### src/rtl/serial_demux_ctrl_if.sv
// rtl/serial_demux_ctrl_if.sv - control/status bundle between serial demux controller and its datapath
//
// Purpose: groups every non-clock/reset signal of serial_demux_ctrl.
// master modport: the controller (consumes line/flags, drives strobes and status).
// slave modport : datapath / environment side (the mirror image).
//   clk_en     cycle qualifier
//   ser_in     serial line (idle high, start bit 0)
//   abort      synchronous frame abort
//   co1/co2    port-bit / count-bit counter terminals
//   coD        data down-counter zero flag
//   init_cnt1/init_cnt2/cnt1/cnt2/sh_en/sh_enD/ld_cntD/cntD  datapath strobes
//   valid      current ser_in bit is payload
//   busy/done/frame_cnt  frame status
interface serial_demux_ctrl_if #(
    parameter int FCW = 8
);
    logic           clk_en;
    logic           ser_in;
    logic           abort;
    logic           co1;
    logic           co2;
    logic           coD;
    logic           init_cnt1;
    logic           init_cnt2;
    logic           cnt1;
    logic           cnt2;
    logic           sh_en;
    logic           sh_enD;
    logic           ld_cntD;
    logic           cntD;
    logic           valid;
    logic           busy;
    logic           done;
    logic [FCW-1:0] frame_cnt;

    modport master (
        input  clk_en, ser_in, abort, co1, co2, coD,
        output init_cnt1, init_cnt2, cnt1, cnt2, sh_en, sh_enD, ld_cntD, cntD,
               valid, busy, done, frame_cnt
    );

    modport slave (
        output clk_en, ser_in, abort, co1, co2, coD,
        input  init_cnt1, init_cnt2, cnt1, cnt2, sh_en, sh_enD, ld_cntD, cntD,
               valid, busy, done, frame_cnt
    );
endinterface

### src/rtl/serial_demux_ctrl.sv
// rtl/serial_demux_ctrl.sv - frame sequencer for the serial-to-parallel port demultiplexer
//
// Purpose: detects a start bit, steps the datapath through 2 port bits, 5 count
// bits, a down-counter load and a payload window of that many bits, and reports
// busy / done / completed-frame count.
// Ports:
//   clk  system clock
//   rst  asynchronous active-high reset
//   bus  serial_demux_ctrl_if.master (line, counter flags, strobes, status)
module serial_demux_ctrl #(
    parameter int FCW = 8
) (
    input  logic                clk,
    input  logic                rst,
    serial_demux_ctrl_if.master bus
);

    typedef enum logic [2:0] {
        S_IDLE = 3'd0,
        S_PORT = 3'd1,
        S_NUM  = 3'd2,
        S_LOAD = 3'd3,
        S_DATA = 3'd4,
        S_DONE = 3'd5
    } state_t;

    state_t         r_state;
    state_t         w_next;
    logic           r_done;
    logic [FCW-1:0] r_frame_cnt;

    logic w_init_cnt1;
    logic w_init_cnt2;
    logic w_cnt1;
    logic w_cnt2;
    logic w_sh_en;
    logic w_sh_enD;
    logic w_ld_cntD;
    logic w_cntD;
    logic w_valid;
    logic w_enter_done;

    always_ff @(posedge clk or posedge rst) begin
        if (rst) begin
            r_state <= S_IDLE;
        end else if (bus.clk_en) begin
            r_state <= w_next;
        end
    end

    always_comb begin
        w_next      = r_state;
        w_init_cnt1 = 1'b0;
        w_init_cnt2 = 1'b0;
        w_cnt1      = 1'b0;
        w_cnt2      = 1'b0;
        w_sh_en     = 1'b0;
        w_sh_enD    = 1'b0;
        w_ld_cntD   = 1'b0;
        w_cntD      = 1'b0;
        w_valid     = 1'b0;
        case (r_state)
            S_IDLE: begin
                w_init_cnt1 = 1'b1;
                w_init_cnt2 = 1'b1;
                // start bit is consumed here, never shifted
                if (!bus.ser_in) w_next = S_PORT;
            end
            S_PORT: begin
                w_sh_en = 1'b1;
                w_cnt1  = 1'b1;
                if (bus.co1) w_next = S_NUM;
            end
            S_NUM: begin
                w_sh_enD = 1'b1;
                w_cnt2   = 1'b1;
                if (bus.co2) w_next = S_LOAD;
            end
            S_LOAD: begin
                // ser_in here is a guard bit and is ignored
                w_ld_cntD = 1'b1;
                w_next    = S_DATA;
            end
            S_DATA: begin
                w_cntD  = 1'b1;
                // the cycle that sees the zero flag carries no payload, so a
                // count of N yields exactly N valid cycles
                w_valid = ~bus.coD;
                if (bus.coD) w_next = S_DONE;
            end
            S_DONE: begin
                w_next = S_IDLE;
            end
            default: begin
                w_next = S_IDLE;
            end
        endcase
        if (bus.abort && (r_state != S_IDLE)) w_next = S_IDLE;
    end

    // only a clean DATA->DONE step counts as a completed frame
    assign w_enter_done = (r_state == S_DATA) && (w_next == S_DONE);

    always_ff @(posedge clk or posedge rst) begin
        if (rst) begin
            r_done      <= 1'b0;
            r_frame_cnt <= '0;
        end else if (bus.clk_en) begin
            r_done <= w_enter_done;
            if (w_enter_done) r_frame_cnt <= r_frame_cnt + 1'b1;
        end
    end

    assign bus.init_cnt1 = w_init_cnt1;
    assign bus.init_cnt2 = w_init_cnt2;
    assign bus.cnt1      = w_cnt1;
    assign bus.cnt2      = w_cnt2;
    assign bus.sh_en     = w_sh_en;
    assign bus.sh_enD    = w_sh_enD;
    assign bus.ld_cntD   = w_ld_cntD;
    assign bus.cntD      = w_cntD;
    assign bus.valid     = w_valid;
    assign bus.busy      = (r_state != S_IDLE);
    assign bus.done      = r_done;
    assign bus.frame_cnt = r_frame_cnt;

endmodule

### src/flat_wrapper.sv
// flat-port wrapper written by rule: the top's interface ports become plain ports
module serial_demux_ctrl_flat 
#(
    parameter int FCW = 8
)
  (clk, rst, bus_clk_en, bus_ser_in, bus_abort, bus_co1, bus_co2, bus_coD, bus_init_cnt1, bus_init_cnt2, bus_cnt1, bus_cnt2, bus_sh_en, bus_sh_enD, bus_ld_cntD, bus_cntD, bus_valid, bus_busy, bus_done, bus_frame_cnt);
  serial_demux_ctrl_if #(.FCW(FCW)) bus_i ();
  input  logic clk;
  input  logic rst;
  input wire logic [$bits(bus_i.clk_en)-1:0] bus_clk_en;
  input wire logic [$bits(bus_i.ser_in)-1:0] bus_ser_in;
  input wire logic [$bits(bus_i.abort)-1:0] bus_abort;
  input wire logic [$bits(bus_i.co1)-1:0] bus_co1;
  input wire logic [$bits(bus_i.co2)-1:0] bus_co2;
  input wire logic [$bits(bus_i.coD)-1:0] bus_coD;
  output wire logic [$bits(bus_i.init_cnt1)-1:0] bus_init_cnt1;
  output wire logic [$bits(bus_i.init_cnt2)-1:0] bus_init_cnt2;
  output wire logic [$bits(bus_i.cnt1)-1:0] bus_cnt1;
  output wire logic [$bits(bus_i.cnt2)-1:0] bus_cnt2;
  output wire logic [$bits(bus_i.sh_en)-1:0] bus_sh_en;
  output wire logic [$bits(bus_i.sh_enD)-1:0] bus_sh_enD;
  output wire logic [$bits(bus_i.ld_cntD)-1:0] bus_ld_cntD;
  output wire logic [$bits(bus_i.cntD)-1:0] bus_cntD;
  output wire logic [$bits(bus_i.valid)-1:0] bus_valid;
  output wire logic [$bits(bus_i.busy)-1:0] bus_busy;
  output wire logic [$bits(bus_i.done)-1:0] bus_done;
  output wire logic [$bits(bus_i.frame_cnt)-1:0] bus_frame_cnt;
  assign bus_i.clk_en = bus_clk_en;
  assign bus_i.ser_in = bus_ser_in;
  assign bus_i.abort = bus_abort;
  assign bus_i.co1 = bus_co1;
  assign bus_i.co2 = bus_co2;
  assign bus_i.coD = bus_coD;
  assign bus_init_cnt1 = bus_i.init_cnt1;
  assign bus_init_cnt2 = bus_i.init_cnt2;
  assign bus_cnt1 = bus_i.cnt1;
  assign bus_cnt2 = bus_i.cnt2;
  assign bus_sh_en = bus_i.sh_en;
  assign bus_sh_enD = bus_i.sh_enD;
  assign bus_ld_cntD = bus_i.ld_cntD;
  assign bus_cntD = bus_i.cntD;
  assign bus_valid = bus_i.valid;
  assign bus_busy = bus_i.busy;
  assign bus_done = bus_i.done;
  assign bus_frame_cnt = bus_i.frame_cnt;
  serial_demux_ctrl #(.FCW(FCW)) u_core (.clk(clk), .rst(rst), .bus(bus_i));
endmodule
### config.mk
export PLATFORM = sky130hd
export DESIGN_NAME = serial_demux_ctrl_flat
export DESIGN_NICKNAME = d
export VERILOG_FILES = /design/src/rtl/serial_demux_ctrl_if.sv /design/src/rtl/serial_demux_ctrl.sv /design/src/flat_wrapper.sv
export SDC_FILE = /design/constraint.sdc
export NUM_CORES = 1
export LEC_CHECK = 0
export ABC_AREA = 1
export BUFFER_PORTS_ARGS = -buffer_cell sky130_fd_sc_hd__buf_2
export CORE_UTILIZATION = 35
export DETAILED_ROUTE_END_ITERATION = 12
export PLACE_DENSITY = 0.58
export SLEW_MARGIN = 10
export SYNTH_ARGS = -nofsm -noshare
export SYNTH_HDL_FRONTEND = slang
export SYNTH_SLANG_ARGS = --single-unit
### constraint.sdc
create_clock -name clk -period 1.6 [get_ports clk]
set_clock_uncertainty 0.15 [all_clocks]
set_input_delay 0.32 -clock clk [delete_from_list [all_inputs] [get_ports clk]]
set_output_delay 0.32 -clock clk [all_outputs]
set_load 0.02 [all_outputs]
# Yosys cells after proc, flatten, opt, wreduce, memory -nomap -nowiden
# Index checks and enable logic that the tools add are counted.
# W data, S select, Z words.
dict set report word_totals {
  in_bits 8
  reg_bits 12
  word_cells 27
}
dict set report op_classes {
  n_reduce_logical 5
  add_sub_neg 1
  n_eq_ne 5
  bitwise_logic 1
  mux 12
}
# operator n
set op_table {}
lappend op_table {{$mux W3} 5}
lappend op_table {{$pmux W3 S5} 1}
lappend op_table {{$add A8 B1 Y8 const B} 1}
lappend op_table {{$eq A3 B2 Y1 const B} 2}
lappend op_table {{$eq A3 B3 Y1 const B} 2}
lappend op_table {{$mux W1} 6}
lappend op_table {{$eq A3 B1 Y1 const B} 1}
lappend op_table {{$logic_not A3 Y1} 1}
lappend op_table {{$reduce_bool A3 Y1} 1}
lappend op_table {{$logic_and A1 B1 Y1} 2}
lappend op_table {{$reduce_and A2 Y1} 1}
lappend op_table {{$not A1 Y1} 1}

# Logic depth before layout (Yosys ltp)
dict set report depth {
  ltp_word 6
  depth_mapped 9
  mapped_depth_nobuf 9
}

# Worst setup path before layout
# Ideal clock, no wire load.
dict set report synth_path {
  path_type {reg2out}
  start {register u_core.r_state[1]}
  end {output bus_init_cnt2}
  slack_ns 0.049
  arrival_ns 1.081
  required_ns 1.130
  stages_incl_launch_ff 5
  cell_sequence {dfrtp_1 nor2_2 nand2_2 inv_1 buf_4}
}
dict set report synth_via {
  elab_chain_cells 2
}
# element line
set synth_rtl {}
lappend synth_rtl {{from (decl)} serial_demux_ctrl.sv:27} ;# state_t r_state;
lappend synth_rtl {{from (signal assigned)} serial_demux_ctrl.sv:47} ;# r_state <= w_next;
lappend synth_rtl {{$logic_not A3 Y1} n/a}
lappend synth_rtl {{$mux W1} n/a}
lappend synth_rtl {{to (decl)} flat_wrapper.sv:17} ;# output wire logic [$bits(bus_i.init_cnt2)-1:0] bus_init_cnt2;
# Every way passes these cells.

# Final worst setup path
dict set report layout_path {
  start {register u_core.r_state[1]}
  end {output bus_init_cnt1}
}
dict set report layout_via {
  elab_chain_cells 2
}
# element line
set layout_rtl {}
lappend layout_rtl {{$logic_not A3 Y1} serial_demux_ctrl.sv:62} ;# case (r_state)
lappend layout_rtl {{$mux W1} serial_demux_ctrl.sv:62}
lappend layout_rtl {{to (decl)} flat_wrapper.sv:16} ;# output wire logic [$bits(bus_i.init_cnt1)-1:0] bus_init_cnt1;
# Every way passes these cells.

==> out/qor.csv <==
metric,value,unit
Yosys top cell area share,37.7,%
CP Class,reg -> out,
Die Wd,49.7,µm
Final ANT Viol Nets,0,
Tmin final,1610,ps
Final Hold Viols,0,
FP Rows,16,
total number of vias,823,
Nets,154,
Congestion Overflow GR,0,
FF+latch area,304,µm²
Tightest Pin Transition,441,ps
final setup margin,-13.9,ps
DP HPWL,1370,µm
Setup-failing EPs final,5,
"Arr. time, crit path",1140,ps
mean post-synth cell area,7.45,µm²
Slew Limit Fails,0,
Power Density,1420,nW/µm²
Crit-path slowest cell,dfrtp_2,
Syn-to-layout area delta,41.1,%
"commonest non-fill, non-tap cell in the layout",nand2_1,
Ys Warns,0,
clock buffer depth,2,
DR DRC count,0,
Hold Path Class,in -> reg,
clock net sink count,12,
DR vias/cell,4.84,
1st-pass router iterations,4,
register area share after synthesis,37.7,%
cell family with most CP delay,flip-flops,
CP Cell Sequence,nor2_4 -> nand2_2 -> inv_2 -> buf_6,
Setup WS pre-CTS,130,ps
Die Ht,49.7,µm
Buf/Inv on CP,2,
Max Cap Viol,0,
area post-placement,938,µm²
clock transition at the registers of the reported paths,70,ps
fin cells,170,
mapped cell area,797,µm²
Post-Route WL,1960,µm
multi-input logic area,447,µm²
H-tree depth,1,
Core Area,2040,µm²
Inserted Diodes,0,
Clock Latency Late Sink,270,ps
hold slack final,229,ps
Root Buffer,clkbuf_4,
port bufs,26,
Placer Congestion,0.830,
vias in the first global route,774,
RSZ-0062 raised after global routing,yes,
Yosys top cell by area,dfrtp_1,
CTS tree,built,
crit end category,primary output,
post-route cell area,1120,µm²
layout cells sized above 1,42.7,%
Mapped Cells,107,
CP max FO,4,
number of synthesized register bits,12,
starting density of the core,39.0,%
Max Fclk,620,MHz
maximum VDD drop,0.966,mV
die area,2470,µm²
Startpoint Class,register,
Unique masters post-synth,23,
Inserted Clock Buffers,3,
DP Cell Count,157,
syn nets,116,
largest net degree at the start of global routing,13,
critical path data required time,1130,ps
"commonest non-fill, non-tap cells in the layout","nand2_1, buf_2, buf_4",
Critical Path Max Stage Delay,440,ps
synth top area cells,"dfrtp_1, nand2_1, nand4_1, inv_1, nand3_1",
first-pass GRT wire length,3310,µm
wire length per cell,11.5,µm
final cycle utilization of the critical path,101,%
Max-slew headroom,70.6,%
detailed router's first-iteration violation count,31,
GRT Total Usage,17.4,%
initial antenna violation count,0,
status,"finished, violations left",
Fillers,200,
Static Leakage,0.617,nW
IO Pins,27,
failing checks,negative setup slack,
Overall Power,0.00160,W
==> per-stage QoR <==
step	utilization, %	TNS (ps)
3_3_place_gp	46.0	0
2_1_floorplan	-	0
5_1_grt	55.1	-601
4_1_cts	51.8	-175
3_5_place_dp	46.0	0
6_report	55.1	-61.3
==> synthesized netlist by cell type <==
master,instances
ha_1,1
nand2_2,1
o21ai_0,2
nor2_1,6
inv_2,3
nand3_1,7
buf_4,4
o21ai_1,3
nand2_4,1
nor3_1,1
clkinv_2,1
dfrtp_1,12
nand3b_1,2
xnor2_1,1
nand4_1,10
inv_1,13
nand2_1,32
nand2_8,1
xor2_1,2
o21ai_2,1
nor2_2,1
nand3_4,1
o211ai_1,1
==> worst reg2reg max path, cell delays in order (launching register included) <==
cell and delay [ps]:
dfrtp_2 460, inv_2 100, buf_4 120, nand3_1 70, nand2_1 90, inv_2 60, nand2_8 110, nand3_4 100
nand2_1 70, nand2_1 50
==> path summary, 6_finish.rpt <==
kind | start | slack (ps) | cells past startpoint | end
worst min-delay path | bus_clk_en | 230 | 3 | u_core.bus.done
worst max-delay path | u_core.r_state[1] | -10 | 4 | bus_init_cnt1
worst min register to register | u_core.bus.frame_cnt[7] | 370 | 2 | u_core.bus.frame_cnt[7]
max in group asynchronous | rst | 530 | 3 | u_core.bus.frame_cnt[0]
min in group asynchronous | rst | 430 | 3 | u_core.r_state[0]
worst max register to register | u_core.r_state[2] | 100 | 9 | u_core.bus.frame_cnt[6]
==> what timing repair did <==
| item | 4_1_cts | 5_1_grt |
|---|---|---|
| gates cloned | 0 | 1 |
| hold endpoints to repair | 12 | 0 |
| pin swaps | 1 | 2 |
| resized for setup | 17 | 14 |
| setup endpoints to repair | 10 | 18 |
| buffers inserted | 5 | 3 |
| hold buffers | 1 | 0 |
==> registers in the layout (all words and copies together) (netlist names) <==
name and flops:
u_core.bus.done 1, u_core.bus.frame_cnt 8, u_core.r_state 3
==> layer usage <==
layer / part of all wire (%) / vias up / track usage [%]
li1: - / 417 / -
met1: 48 / 379 / 22.6
met2: 46 / 25 / 27.9
met3: 5.4 / 2 / 5.25
met4: 0.71 / 0 / 4.29
met5: 0 / - / 0
==> final cells by class <==
| class | instances | area share (%) |
|---|---|---|
| clock buffer | 3 | 2.00 |
| multi-input combinational | 75 | 39.7 |
| inverter | 17 | 5.78 |
| sequential | 12 | 27.0 |
| tap | 27 | 3.00 |
| timing repair buffer | 36 | 22.5 |
==> cell families after synthesis <==
| family | after synthesis | synth area share [%] |
|---|---|---|
| AND/OR/NAND/NOR | 63 | 40.3 |
| buffers and inverters | 21 | 11.9 |
| flip-flops | 12 | 37.7 |
| AO/OA/AOI/OAI | 7 | 5.18 |
| XOR/XNOR | 3 | 3.30 |
| adder cells (fa/ha/maj) | 1 | 1.57 |
==> report_power, final <==
part / internal (W) / total [W] / leakage [nW] / switching (W)
clock network: 0.0000871 / 0.000180 / 0.0138 / 0.0000929
logic: 0.000410 / 0.00100 / 0.443 / 0.000593
registers: 0.000350 / 0.000416 / 0.160 / 0.0000663
Note: power is estimated with default switching activity, not from simulation.
